===== config.mk =====
export PLATFORM = sky130hd
export DESIGN_NAME = term_write_ctrl
export DESIGN_NICKNAME = d
export VERILOG_FILES = /design/src/rtl/term_write_ctrl.sv
export SDC_FILE = /design/constraint.sdc
export NUM_CORES = 1
export LEC_CHECK = 0
export ABC_CLOCK_PERIOD_IN_PS = 7600
export BUFFER_PORTS_ARGS = -buffer_cell sky130_fd_sc_hd__buf_2
export CAP_MARGIN = 20
export CORE_UTILIZATION = 50
export DETAILED_ROUTE_END_ITERATION = 10
export PLACE_DENSITY = 0.72
export SYNTH_ARGS = -nofsm -noshare
export SYNTH_HDL_FRONTEND = slang
export SYNTH_SLANG_ARGS = --single-unit

===== constraint.sdc =====
create_clock -name clk -period 7.6 [get_ports clk]
set_input_delay 1.14 -clock clk [delete_from_list [all_inputs] [get_ports clk]]
set_output_delay 1.14 -clock clk [all_outputs]
set_load 0.05 [all_outputs]

===== src/rtl/term_write_ctrl.sv =====
// term_write_ctrl
// Write-side sequencer for an 80x60 monochrome character buffer. It consumes
// terminal bytes (printables and control codes), tracks the cursor and drives
// port A of the dual-port char RAM. It also handles full-screen clears and
// hardware scrolling. A scroll blanks the oldest physical row and advances
// top_row. The renderer adds top_row to its row index, so no data is copied.
//
// Ports:
//   clk, rst_n            clock (rising edge), async active-low reset
//   i_in_valid/i_in_data  input byte stream
//   o_in_ready            byte accepted this cycle when valid & ready
//   i_clear_req           level request for a full-screen clear
//   o_ram_ce/o_ram_wre    registered write strobe (identical)
//   o_ram_ad/o_ram_din    registered write address / data
//   o_cursor_col/row      logical cursor position
//   o_top_row             physical RAM row displayed as screen row 0
//   o_busy                high while clearing or scrolling
module term_write_ctrl #(
  parameter int         COLS   = 80,
  parameter int         ROWS   = 60,
  parameter int         ADDR_W = 13,
  parameter logic [7:0] BLANK  = 8'h20
) (
  input  logic              clk,
  input  logic              rst_n,
  input  logic              i_in_valid,
  input  logic [7:0]        i_in_data,
  output logic              o_in_ready,
  input  logic              i_clear_req,
  output logic              o_ram_ce,
  output logic              o_ram_wre,
  output logic [ADDR_W-1:0] o_ram_ad,
  output logic [7:0]        o_ram_din,
  output logic [6:0]        o_cursor_col,
  output logic [5:0]        o_cursor_row,
  output logic [5:0]        o_top_row,
  output logic              o_busy
);

  localparam logic [ADDR_W-1:0] CELLS = ADDR_W'(COLS * ROWS);

  typedef enum logic [1:0] {S_IDLE, S_WR, S_SCRL, S_CLR_ALL} state_t;

  state_t              r_state, w_stateNxt;
  logic [6:0]          r_col, w_colNxt;
  logic [5:0]          r_row, w_rowNxt;
  logic [5:0]          r_top, w_topNxt;
  // Shared counter: column index during a scroll, next address during a clear.
  logic [ADDR_W-1:0]   r_cnt, w_cntNxt;
  logic                r_ce, w_ceNxt;
  logic [ADDR_W-1:0]   r_ad, w_adNxt;
  logic [7:0]          r_din, w_dinNxt;

  logic                w_newline;
  logic                w_clrStart;
  logic [6:0]          w_prowSum;
  logic [5:0]          w_prow;
  logic [ADDR_W-1:0]   w_curAddr;
  logic [ADDR_W-1:0]   w_topBase;
  logic                w_printable;

  // Logical row maps to a physical row by rotating with top_row (mod ROWS).
  assign w_prowSum   = {1'b0, r_top} + {1'b0, r_row};
  assign w_prow      = (w_prowSum >= 7'(ROWS)) ? 6'(w_prowSum - 7'(ROWS)) : w_prowSum[5:0];
  assign w_curAddr   = ADDR_W'(w_prow) * ADDR_W'(COLS) + ADDR_W'(r_col);
  assign w_topBase   = ADDR_W'(r_top) * ADDR_W'(COLS);
  assign w_printable = (i_in_data >= 8'h20) && (i_in_data <= 8'h7E);

  // State register and all datapath registers.
  always_ff @(posedge clk or negedge rst_n) begin
    if (!rst_n) begin
      r_state <= S_CLR_ALL;
      r_col   <= '0;
      r_row   <= '0;
      r_top   <= '0;
      r_cnt   <= '0;
      r_ce    <= 1'b0;
      r_ad    <= '0;
      r_din   <= '0;
    end else begin
      r_state <= w_stateNxt;
      r_col   <= w_colNxt;
      r_row   <= w_rowNxt;
      r_top   <= w_topNxt;
      r_cnt   <= w_cntNxt;
      r_ce    <= w_ceNxt;
      r_ad    <= w_adNxt;
      r_din   <= w_dinNxt;
    end
  end

  // Next-state and next-datapath logic. Newline and clear-start are shared
  // by several paths, so they are raised as flags and resolved after the case.
  always_comb begin
    w_stateNxt = r_state;
    w_colNxt   = r_col;
    w_rowNxt   = r_row;
    w_topNxt   = r_top;
    w_cntNxt   = r_cnt;
    w_ceNxt    = 1'b0;
    w_adNxt    = r_ad;
    w_dinNxt   = r_din;
    w_newline  = 1'b0;
    w_clrStart = 1'b0;

    unique case (r_state)
      S_IDLE: begin
        if (i_clear_req) begin
          w_clrStart = 1'b1;
        end else if (i_in_valid) begin
          if (w_printable) begin
            w_stateNxt = S_WR;
            w_ceNxt    = 1'b1;
            w_adNxt    = w_curAddr;
            w_dinNxt   = i_in_data;
          end else begin
            case (i_in_data)
              8'h0A: w_newline = 1'b1;
              8'h0D: w_colNxt = '0;
              8'h08: if (r_col != '0) w_colNxt = r_col - 7'd1;
              8'h0C: w_clrStart = 1'b1;
              default: ;
            endcase
          end
        end
      end

      S_WR: begin
        if (r_col < 7'(COLS - 1)) begin
          w_colNxt   = r_col + 7'd1;
          w_stateNxt = S_IDLE;
        end else begin
          w_colNxt  = '0;
          w_newline = 1'b1;
        end
      end

      S_SCRL: begin
        if (r_cnt < ADDR_W'(COLS - 1)) begin
          w_cntNxt = r_cnt + 1'b1;
          w_ceNxt  = 1'b1;
          w_adNxt  = r_ad + 1'b1;
          w_dinNxt = BLANK;
        end else begin
          w_stateNxt = S_IDLE;
          w_topNxt   = (r_top == 6'(ROWS - 1)) ? 6'd0 : r_top + 6'd1;
          w_colNxt   = '0;
        end
      end

      S_CLR_ALL: begin
        if (r_cnt < CELLS) begin
          w_ceNxt  = 1'b1;
          w_adNxt  = r_cnt;
          w_dinNxt = BLANK;
          w_cntNxt = r_cnt + 1'b1;
        end else begin
          w_stateNxt = S_IDLE;
        end
      end
    endcase

    // At the last row a newline starts a scroll of the oldest physical row;
    // the first blank write is issued on the same edge.
    if (w_newline) begin
      if (r_row < 6'(ROWS - 1)) begin
        w_rowNxt   = r_row + 6'd1;
        w_stateNxt = S_IDLE;
      end else begin
        w_stateNxt = S_SCRL;
        w_cntNxt   = '0;
        w_ceNxt    = 1'b1;
        w_adNxt    = w_topBase;
        w_dinNxt   = BLANK;
      end
    end

    if (w_clrStart) begin
      w_stateNxt = S_CLR_ALL;
      w_colNxt   = '0;
      w_rowNxt   = '0;
      w_topNxt   = '0;
      w_cntNxt   = '0;
      w_ceNxt    = 1'b0;
    end
  end

  // Handshake and status outputs decoded from the current state.
  always_comb begin
    o_in_ready = (r_state == S_IDLE) && !i_clear_req;
    o_busy     = (r_state == S_SCRL) || (r_state == S_CLR_ALL);
  end

  assign o_ram_ce     = r_ce;
  assign o_ram_wre    = r_ce;
  assign o_ram_ad     = r_ad;
  assign o_ram_din    = r_din;
  assign o_cursor_col = r_col;
  assign o_cursor_row = r_row;
  assign o_top_row    = r_top;

endmodule


==> flow_summary.json, run 1 <==
{
  "rsz0062_at_grt": "false",
  "crit_fanout": 8,
  "setup_slack_ns": 2.51,
  "diodes": 0,
  "holdBufCountCts": 0,
  "critPathKind": "flop to flop",
  "synth_cell_types": 79,
  "worst_hold_path_type": "flop to flop",
  "grt_start_max_net_pins": 57,
  "track_usage_pct": 28.4,
  "p_seq_share_pct": 29.8,
  "ys.flop_type": "dfrtp_1",
  "synth_nets": 583,
  "clk_pin_slew_ns": 0.11,
  "drc": 0,
  "n_fill_cell": 817,
  "reg2regPathDepth": 19,
  "final_common_cell": "buf_2",
  "synthArstFlopShare_pct": 100,
  "clockPowerShare_pct": 11.7,
  "setup_viol": 0,
  "drive_above_1_share_pct": 14.7,
  "wirelength_um": 13600,
  "first_iter_violations": 353,
  "startpoint_type": "flop",
  "postSynthAreaPerCell_um2": 8.84,
  "synth_cells": 530,
  "fin_setup_tns_ns": 0,
  "tightest_slew_ns": 1.10,
  "power_density_nw_per_um2": 298,
  "switching_share_pct": 52.8,
  "ctsResizeCount": 0,
  "nets": 625,
  "r2r_setup_slack_ns": 2.51,
  "io_buffers": 55,
  "multi_input_area_um2": 3090,
  "comb_power_share_pct": 58.5,
  "dr.pass1.iters": 5,
  "r2r_start": "o_top_row[2]",
  "clockRootBuffer": "clkbuf_8",
  "ys_seq_elements": 56,
  "seq_area_frac_synth_pct": 30.0,
  "endpoint_kind": "flop",
  "critPathArrivalTime_ns": 5.30,
  "cp.required_ns": 7.81,
  "finalClockSkew_ns": 0.00743,
  "syn_to_final_growth_pct": 8.81,
  "cts_buffers": 5,
  "ir_worst_vdd_uv": 283,
  "vias": 4557,
  "hp-start": "o_ram_din[7]",
  "routed_via_density": 6.69,
  "core_um2": 8890,
  "intPower_w": 0.000719,
  "die_h_um": 98.8,
  "clock_latency_ns": 0.31,
  "wl_per_cell_um": 20.0,
  "routabilityCongestion": 0.958,
  "cts_sinks": 56,
  "grt_pass1_wl_um": 21900,
  "min_period_ns": 5.09,
  "initial_core_util_pct": 52.7,
  "clk_path_buf_depth": 2,
  "outcome": "completed",
  "htree_levels": 2,
  "row_count": 34,
  "cts_tree": "built",
  "yosys_warnings": 0,
  "min_to": "o_ram_din[7]",
  "io_pins": 56,
  "final_cell_mix": "55 x buf_2, 54 x dfrtp_1, 41 x a21oi_1",
  "die-area_um2": 9770,
  "pre_cts_ws_ns": 2.56,
  "holdWs_ns": 0.525,
  "antenna_found_initial": 0,
  "finalHoldViolCount": 0,
  "grt_overflow_total": 0,
  "syn_area_um2": 4690,
  "switchingPower_w": 0.000803,
  "ff_latch_area_um2": 1400,
  "leakage_nw": 2.51,
  "ant_nets": 0,
  "dieWidth_um": 98.8,
  "slew_viol_final": 0,
  "dp_hpwl_um": 10100,
  "hold_depth": 1,
  "slew-limit-headroom_pct": 26.7,
  "grt_pass1_vias": 4202,
  "r2r_end": "o_ram_ad[12]",
  "max_freq_ghz": 0.196,
  "synth_edf_count": 0,
  "min_period_over_period_pct": 67.0,
  "drv_cap": 0,
  "postCtsSetupRepairBufs": 0
}
## cell type report
| type | count | area share, % |
|---|---|---|
| Inverter | 24 | 1.77 |
| Tap cell | 108 | 2.65 |
| Clock inverter | 1 | 0.147 |
| Clock buffer | 7 | 1.69 |
| Sequential cell | 56 | 27.5 |
| Timing Repair Buffer | 57 | 5.69 |
| Multi-Input combinational cell | 428 | 60.5 |
## worst max-delay path, stage by stage (launching register included)
cell	delay (ns)
dfrtp_1	0.50
ha_1	0.38
or2_2	0.31
a21oi_1	0.35
a21oi_1	0.11
ha_1	0.21
inv_1	0.06
o32ai_1	0.09
a311oi_2	0.46
mux2i_1	0.39
inv_1	0.09
ha_1	0.28
ha_1	0.22
fa_1	0.40
xnor2_1	0.18
nor2_1	0.09
o21ai_0	0.20
a21oi_1	0.08
o311a_1	0.30
o31a_1	0.28
## cells in the mapped netlist, drive strengths merged (8+ instances only)
| cell type | number | area share, % |
|---|---|---|
| xor2 | 15 | 2.8 |
| clkbuf | 15 | 1.2 |
| ha | 37 | 9.9 |
| and3 | 15 | 2.0 |
| nand2 | 37 | 3.0 |
| dfrtp | 54 | 29 |
| a21o | 12 | 1.9 |
| a211oi | 8 | 1.4 |
| xnor2 | 9 | 1.7 |
| a21oi | 41 | 4.4 |
| o21ai | 21 | 2.3 |
| nor2 | 40 | 3.3 |
| nand4 | 8 | 1.1 |
| inv | 23 | 1.8 |
| nand3 | 15 | 1.6 |
| a311oi | 9 | 1.8 |
| a22oi | 10 | 1.6 |
| and2 | 11 | 1.5 |
## power by group through the flow
stage | sequential, W | clock [W] | combinational [W]
2_1_floorplan | 0.000584 | 0 | 0.000525
3_3_place_gp | 0.000453 | 0 | 0.000863
3_5_place_dp | 0.000456 | 0 | 0.000873
4_1_cts | 0.000451 | 0.000184 | 0.000875
5_1_grt | 0.000462 | 0.000192 | 0.000953
6_report | 0.000453 | 0.000178 | 0.000890
## cells by family after synthesis
kind of cell / Yosys count / synth area share, %
xor+xnor: 25 / 4.97
compound gates: 181 / 27.9
simple gates: 174 / 19.8
mux: 7 / 1.63
fa+ha+maj: 41 / 11.6
buf+inv: 46 / 4.19
flops: 56 / 30.0
## flip-flops by register name, summed over array words and instances, names as in the netlist
signal,count
o_ram_din,8
o_ram_ad,13
o_top_row,6
r_cnt,13
o_ram_ce,1
o_cursor_col,7
o_cursor_row,6
r_state,2
## through the flow
stage	instance area, um2	std cells	util (%)	total power [W]
global placement	5010	673	56.3	0.00132
floorplan	4690	530	-	0.00111
global route	5100	681	57.4	0.00161
CTS	5100	681	57.4	0.00151
finish	5100	681	57.4	0.00152
detailed placement	5010	673	56.3	0.00133
## layer usage
metal	vias to the layer above	part of all wire (%)	track usage (%)
met3	34	7.4	5.25
met5	-	0	0
met1	2207	46	40.4
met2	203	44	44.0
li1	2113	-	-
met4	0	2.3	8.38
## how the worst max path moves through the flow
| stage | slack (ns) | to | depth (start not counted) | startpoint |
|---|---|---|---|---|
| 2_1_floorplan | 2.68 | o_ram_ad[12] | 19 | o_top_row[2] |
| 3_3_place_gp | 2.77 | o_ram_ad[12] | 19 | o_top_row[2] |
| 3_5_place_dp | 2.56 | o_ram_ad[12] | 19 | o_top_row[2] |
| 4_1_cts | 2.53 | o_ram_ad[12] | 19 | o_top_row[2] |
| 5_1_grt | 2.19 | o_ram_ad[12] | 19 | o_top_row[2] |
| 6_report | 2.51 | o_ram_ad[12] | 19 | o_top_row[2] |
Power figures use the tool's default switching activity.
==> run 2: changes to the inputs <==
--- a/config.mk
+++ b/config.mk
@@ -5,12 +5,12 @@
 export SDC_FILE = /design/constraint.sdc
 export NUM_CORES = 1
 export LEC_CHECK = 0
-export ABC_CLOCK_PERIOD_IN_PS = 7600
+export ABC_CLOCK_PERIOD_IN_PS = 4200
 export BUFFER_PORTS_ARGS = -buffer_cell sky130_fd_sc_hd__buf_2
 export CAP_MARGIN = 20
 export CORE_UTILIZATION = 50
 export DETAILED_ROUTE_END_ITERATION = 10
-export PLACE_DENSITY = 0.72
+export PLACE_DENSITY = 0.75
 export SYNTH_ARGS = -nofsm -noshare
 export SYNTH_HDL_FRONTEND = slang
 export SYNTH_SLANG_ARGS = --single-unit
==> constraint.sdc (replaced) <==
create_clock -name clk -period 4.2 [get_ports clk]
set_input_delay 0.63 -clock clk [delete_from_list [all_inputs] [get_ports clk]]
set_output_delay 0.63 -clock clk [all_outputs]
set_load 0.05 [all_outputs]
==> run 2 against run 1 <==
Compared with the run above: routed wire length down 1.2%; global-route usage about the same; non-clock buffer count up 31; register-to-register slack worse by 2.6 ns; combinational power up 87%; total power up 84%; clock skew up 0.0018 ns; flip-flop and latch count unchanged; the flow now finishes with violations (setup timing); utilization up 4.7 points.
==> flow_summary.json, run 2 (synthesized netlist as in run 1, its figures left out) <==
{
  "drive_above_1_share_pct": 24.2,
  "core_um2": 8890,
  "track_usage_pct": 28.4,
  "wl_per_cell_um": 18.9,
  "routed_via_density": 6.44,
  "critPathKind": "flop to flop",
  "setup_viol": 2,
  "failed_checks": "setup timing",
  "ir_worst_vdd_uv": 288,
  "row_count": 34,
  "setup_slack_ns": -0.0741,
  "critPathArrivalTime_ns": 4.49,
  "finalClockSkew_ns": 0.00927,
  "leakage_nw": 2.65,
  "clk_path_buf_depth": 2,
  "grt_start_max_net_pins": 36,
  "fin_setup_tns_ns": -0.0933,
  "cts_sinks": 56,
  "totalPowerFinal_w": 0.00279,
  "crit_fanout": 4,
  "clockRootBuffer": "clkbuf_8",
  "wirelength_um": 13500,
  "diodes": 0,
  "rsz0062_at_grt": "true",
  "clockPowerShare_pct": 11.7,
  "ant_nets": 0,
  "io_pins": 56,
  "intPower_w": 0.00134,
  "post-route-util_pct": 62.0,
  "initial_core_util_pct": 52.7,
  "routabilityCongestion": 0.898,
  "min_period_ns": 4.27,
  "first_iter_violations": 315,
  "switching_share_pct": 52.1,
  "power_density_nw_per_um2": 507,
  "grt_pass1_wl_um": 22200,
  "die_h_um": 98.8,
  "outcome": "complete, but fails checks",
  "cts_buffers": 5,
  "holdWs_ns": 0.269,
  "htree_levels": 2,
  "die-area_um2": 9770,
  "clk_pin_slew_ns": 0.11,
  "worst_hold_path_type": "input port to async pin",
  "grt_overflow_total": 0,
  "drv_cap": 0,
  "slew_viol_final": 0,
  "tightest_slew_ns": 1.05,
  "cts_tree": "built",
  "nets": 656,
  "grt_pass1_vias": 4419,
  "vias": 4585,
  "antenna_found_initial": 0,
  "clock_latency_ns": 0.32,
  "endpoint_kind": "flop",
  "max_freq_ghz": 0.234,
  "slew-limit-headroom_pct": 30.1,
  "dieWidth_um": 98.8,
  "switchingPower_w": 0.00146,
  "final_cell_mix": "55 x buf_2, 48 x dfrtp_1, 38 x nor2_1",
  "dp_hpwl_um": 9980,
  "drc": 0,
  "io_buffers": 55,
  "finalHoldViolCount": 0,
  "comb_power_share_pct": 59.3,
  "cp.required_ns": 4.42,
  "dr.pass1.iters": 6,
  "p_seq_share_pct": 29.0,
  "startpoint_type": "flop",
  "syn_to_final_growth_pct": 17.6,
  "final_common_cell": "buf_2",
  "min_period_over_period_pct": 102
}
==> run 2: cell types whose count changed in the layout (fill, tap and decap cells not counted), moves of 2 or more <==
cell,delta
a21oi_1,-5
a21oi_2,+3
a21oi_4,+2
buf_4,+31
dfrtp_1,-6
dfrtp_2,+5
fa_1,-2
fa_2,+2
ha_1,-7
ha_2,+3
ha_4,+4
xnor2_1,-2
==> run 2: layout make-up <==
class / count / area, um2
fillers: 784 / 3380
multi-input cells: 428 / 3250
flip-flops and latches: 56 / 1410
repair buffers: 88 / 523
well taps: 108 / 135
inverters: 24 / 90.1
clock buffers: 6 / 82.6
clock inverters: 2 / 15.0
==> run 2: worst paths after layout <==
kind	start	endpoint	slack [ns]	cells past startpoint
min in group clk	o_ram_din[7]	o_ram_din[7]	0.56	1
worst max register to register	o_top_row[1]	o_ram_ad[9]	-0.07	19
max in group asynchronous	rst_n	o_ram_ad[8]	3.08	2
worst max-delay path	o_top_row[1]	o_ram_ad[9]	-0.07	19
worst min-delay path	rst_n	o_ram_ad[0]	0.27	1
worst min register to register	o_ram_din[7]	o_ram_din[7]	0.56	1
==> run 2: power by group through the flow <==
stage | Clock (W) | Sequential, W | Combinational [W]
floorplan | 0 | 0.00106 | 0.000954
global placement | 0 | 0.000810 | 0.00157
detailed placement | 0 | 0.000811 | 0.00159
CTS | 0.000334 | 0.000803 | 0.00161
global route | 0.000352 | 0.000821 | 0.00179
finish | 0.000327 | 0.000809 | 0.00166
==> run 2: critical path: stages (launching register included) <==
cell and delay, ns:
dfrtp_4 0.51, ha_4 0.22, a211o_4 0.36, a21oi_4 0.17
a21oi_2 0.05, ha_2 0.18, inv_2 0.06, o32ai_2 0.07
a311oi_2 0.32, buf_4 0.18, nor2_1 0.04, xor2_1 0.16
ha_1 0.36, fa_2 0.61, nand2_2 0.07, nor2_4 0.13
nand2b_1 0.06, a32oi_1 0.21, o2111ai_1 0.16, a22o_1 0.23
==> run 2: timing repair <==
action                     in CTS  in global routing
resized for setup               5                  8
gates cloned                    0                  0
hold buffers                    0                  0
pin swaps                      13                 12
setup endpoints to repair       4                  5
setup buffers                   9                  3
==> run 2: per-layer routing <==
| layer | GRT usage (%) | vias up | share of wire [%] |
|---|---|---|---|
| met5 | 0 | - | 0 |
| met1 | 38.7 | 2196 | 43 |
| met4 | 9.07 | 0 | 2.0 |
| met2 | 46.3 | 202 | 47 |
| met3 | 4.33 | 25 | 7.6 |
| li1 | - | 2162 | - |
==> run 2: per-stage QoR <==
stage               instances  setup WS, ns  instance area [um2]
global route              712        -0.261                 5510
global placement          692        0.0120                 5240
CTS                       709       -0.0326                 5430
finish                    712       -0.0741                 5510
detailed placement        692        -0.165                 5240
floorplan                 530        -0.217                 4780
==> run 3: changes to the inputs <==
--- a/config.mk
+++ b/config.mk
@@ -8,9 +8,12 @@
 export ABC_CLOCK_PERIOD_IN_PS = 4200
 export BUFFER_PORTS_ARGS = -buffer_cell sky130_fd_sc_hd__buf_2
 export CAP_MARGIN = 20
-export CORE_UTILIZATION = 50
+export CELL_PAD_IN_SITES_DETAIL_PLACEMENT = 1
+export CELL_PAD_IN_SITES_GLOBAL_PLACEMENT = 1
+export CORE_UTILIZATION = 42
+export CTS_BUF_LIST = sky130_fd_sc_hd__clkbuf_4 sky130_fd_sc_hd__clkbuf_8
 export DETAILED_ROUTE_END_ITERATION = 10
-export PLACE_DENSITY = 0.75
+export PLACE_DENSITY = 0.81
 export SYNTH_ARGS = -nofsm -noshare
 export SYNTH_HDL_FRONTEND = slang
 export SYNTH_SLANG_ARGS = --single-unit
==> run 3 against run 2 <==
Compared with the run above: the run still ends with setup timing left; via count increased by 5.2%; clock skew increased by 0.0013 ns; setup slack got worse by 0.14 ns; sequential share of layout area decreased by 0.60 points; flip-flop and latch count unchanged.
==> flow_summary.json, run 3 (synthesized netlist as in run 1, its figures left out) <==
{
  "ir_worst_vdd_uv": 326,
  "io_pins": 56,
  "critPathLaunch": "o_top_row[1]",
  "wl_per_cell_um": 22.8,
  "tightest_slew_ns": 0.975,
  "clk_path_buf_depth": 2,
  "setup_slack_ns": -0.211,
  "ant_nets": 0,
  "intPower_w": 0.00134,
  "leakage_nw": 2.71,
  "r2r_start": "o_top_row[1]",
  "routabilityCongestion": 0.840,
  "rsz0062_at_grt": "true",
  "finalHoldViolCount": 0,
  "crit_fanout": 4,
  "finalClockSkew_ns": 0.0106,
  "outcome": "complete, but fails checks",
  "setup_viol": 5,
  "switchingPower_w": 0.00154,
  "post-place-cells": 728,
  "slew_viol_final": 0,
  "place_area_um2": 5310,
  "cp_slowest_cell": "fa_2",
  "startpoint_type": "flop",
  "die_h_um": 108,
  "routed_via_density": 6.43,
  "grt_pass1_wl_um": 26500,
  "totalPowerFinal_w": 0.00288,
  "holdBufCountCts": 0,
  "min_period_over_period_pct": 105,
  "fin_setup_tns_ns": -0.671,
  "min_period_ns": 4.41,
  "dp_hpwl_um": 12000,
  "core_um2": 10800,
  "clockPowerShare_pct": 11.7,
  "grt_pass1_vias": 4957,
  "cpPeakStageDelay_ns": 0.56,
  "switching_share_pct": 53.4,
  "cts_tree": "built",
  "initial_core_util_pct": 43.2,
  "comb_power_share_pct": 59.8,
  "antenna_found_initial": 0,
  "wirelength_um": 17100,
  "final_cell_mix": "55 x buf_2, 48 x dfrtp_1, 39 x buf_4",
  "drv_cap": 0,
  "cts_buffers": 5,
  "row_count": 38,
  "grt_start_max_net_pins": 40,
  "dr.pass1.iters": 5,
  "clockRootBuffer": "clkbuf_8",
  "syn_to_final_growth_pct": 20.5,
  "fin_cells": 750,
  "clk_pin_slew_ns": 0.11,
  "crit_chain": "ha_4 -> a211o_4 -> a21oi_4 -> a21oi_2 -> ha_2 -> inv_2 -> o32ai_4 -> a311oi_4 -> mux2i_1 -> inv_1 -> ha_1 -> ha_2 -> fa_2 -> nand2_2 -> nor2_4 -> nand2b_1 -> a32oi_1 -> o2111ai_1 -> a22o_1",
  "slew-limit-headroom_pct": 35.0,
  "critPathKind": "flop to flop",
  "n_fill_cell": 1292,
  "drc": 0,
  "cp_common_cell": "ha_2",
  "critical-path-top-delay-family": "compound AO/OA/AOI/OAI gates",
  "holdWs_ns": 0.199,
  "postLayoutCellArea_um2": 5650,
  "cp_num_cells": 19,
  "worst_hold_path_type": "input port to async pin",
  "critPathArrivalTime_ns": 4.66,
  "multi_input_area_um2": 3310,
  "endpoint_kind": "flop",
  "power_density_nw_per_um2": 511,
  "diodes": 0,
  "cp.required_ns": 4.45,
  "reg2regPathDepth": 19,
  "p_seq_share_pct": 28.5,
  "max_freq_ghz": 0.227,
  "failed_checks": "setup timing",
  "first_iter_violations": 252,
  "htree_levels": 2,
  "clock_latency_ns": 0.35,
  "vias": 4825,
  "cts_sinks": 56,
  "io_buffers": 55,
  "track_usage_pct": 30.1,
  "drive_above_1_share_pct": 25.9,
  "dieWidth_um": 108,
  "die-area_um2": 11600,
  "nets": 662,
  "grt_overflow_total": 0,
  "ff_latch_area_um2": 1410,
  "final_common_cell": "buf_2",
  "crit_buf_inv": 2
}
-- run 3: area by class of cell --
type | count | area share (%)
tap | 140 | 3.10
clock buffer | 6 | 1.46
timing repair buffer | 94 | 10.1
clock inverter | 2 | 0.177
inverter | 24 | 1.60
multi-input combinational | 428 | 58.6
sequential | 56 | 25.0
-- run 3: worst paths after layout --
| kind | end | slack [ns] |
|---|---|---|
| worst min register to register | o_ram_din[7] | 0.55 |
| worst max register to register | o_ram_ad[9] | -0.21 |
| worst max-delay path | o_ram_ad[9] | -0.21 |
| min in group clk | o_ram_din[7] | 0.55 |
| worst min-delay path | r_cnt[3] | 0.20 |
| max in group asynchronous | o_top_row[1] | 3.05 |
-- run 3: repair_timing --
item / 4_1_cts / 5_1_grt
buffers inserted: 8 / 6
pin swaps: 15 / 14
resized for setup: 10 / 12
endpoints found under the setup margin: 5 / 7
-- run 3: stage by stage --
| stage | utilization [%] | setup slack [ns] |
|---|---|---|
| 5_1_grt | 52.1 | -0.309 |
| 3_3_place_gp | 49.0 | -0.00528 |
| 6_report | 52.1 | -0.211 |
| 2_1_floorplan | - | -0.217 |
| 3_5_place_dp | 49.0 | -0.212 |
| 4_1_cts | 50.9 | -0.0615 |
-- run 3: power by group through the flow --
stage | registers (W) | logic [W] | clock network, W
CTS | 0.000815 | 0.00167 | 0.000348
detailed placement | 0.000824 | 0.00164 | 0
finish | 0.000823 | 0.00172 | 0.000338
floorplan | 0.00106 | 0.000954 | 0
global placement | 0.000815 | 0.00159 | 0
global route | 0.000836 | 0.00184 | 0.000363
-- run 3: per-layer routing --
layer  track usage [%]  up-vias  routed length (um)
li1                  -     2175                   -
met1              37.6     2425                7160
met2              50.6      184                8420
met3              4.42       41                 885
met4              14.6        0                 599
met5                 0        -                   0
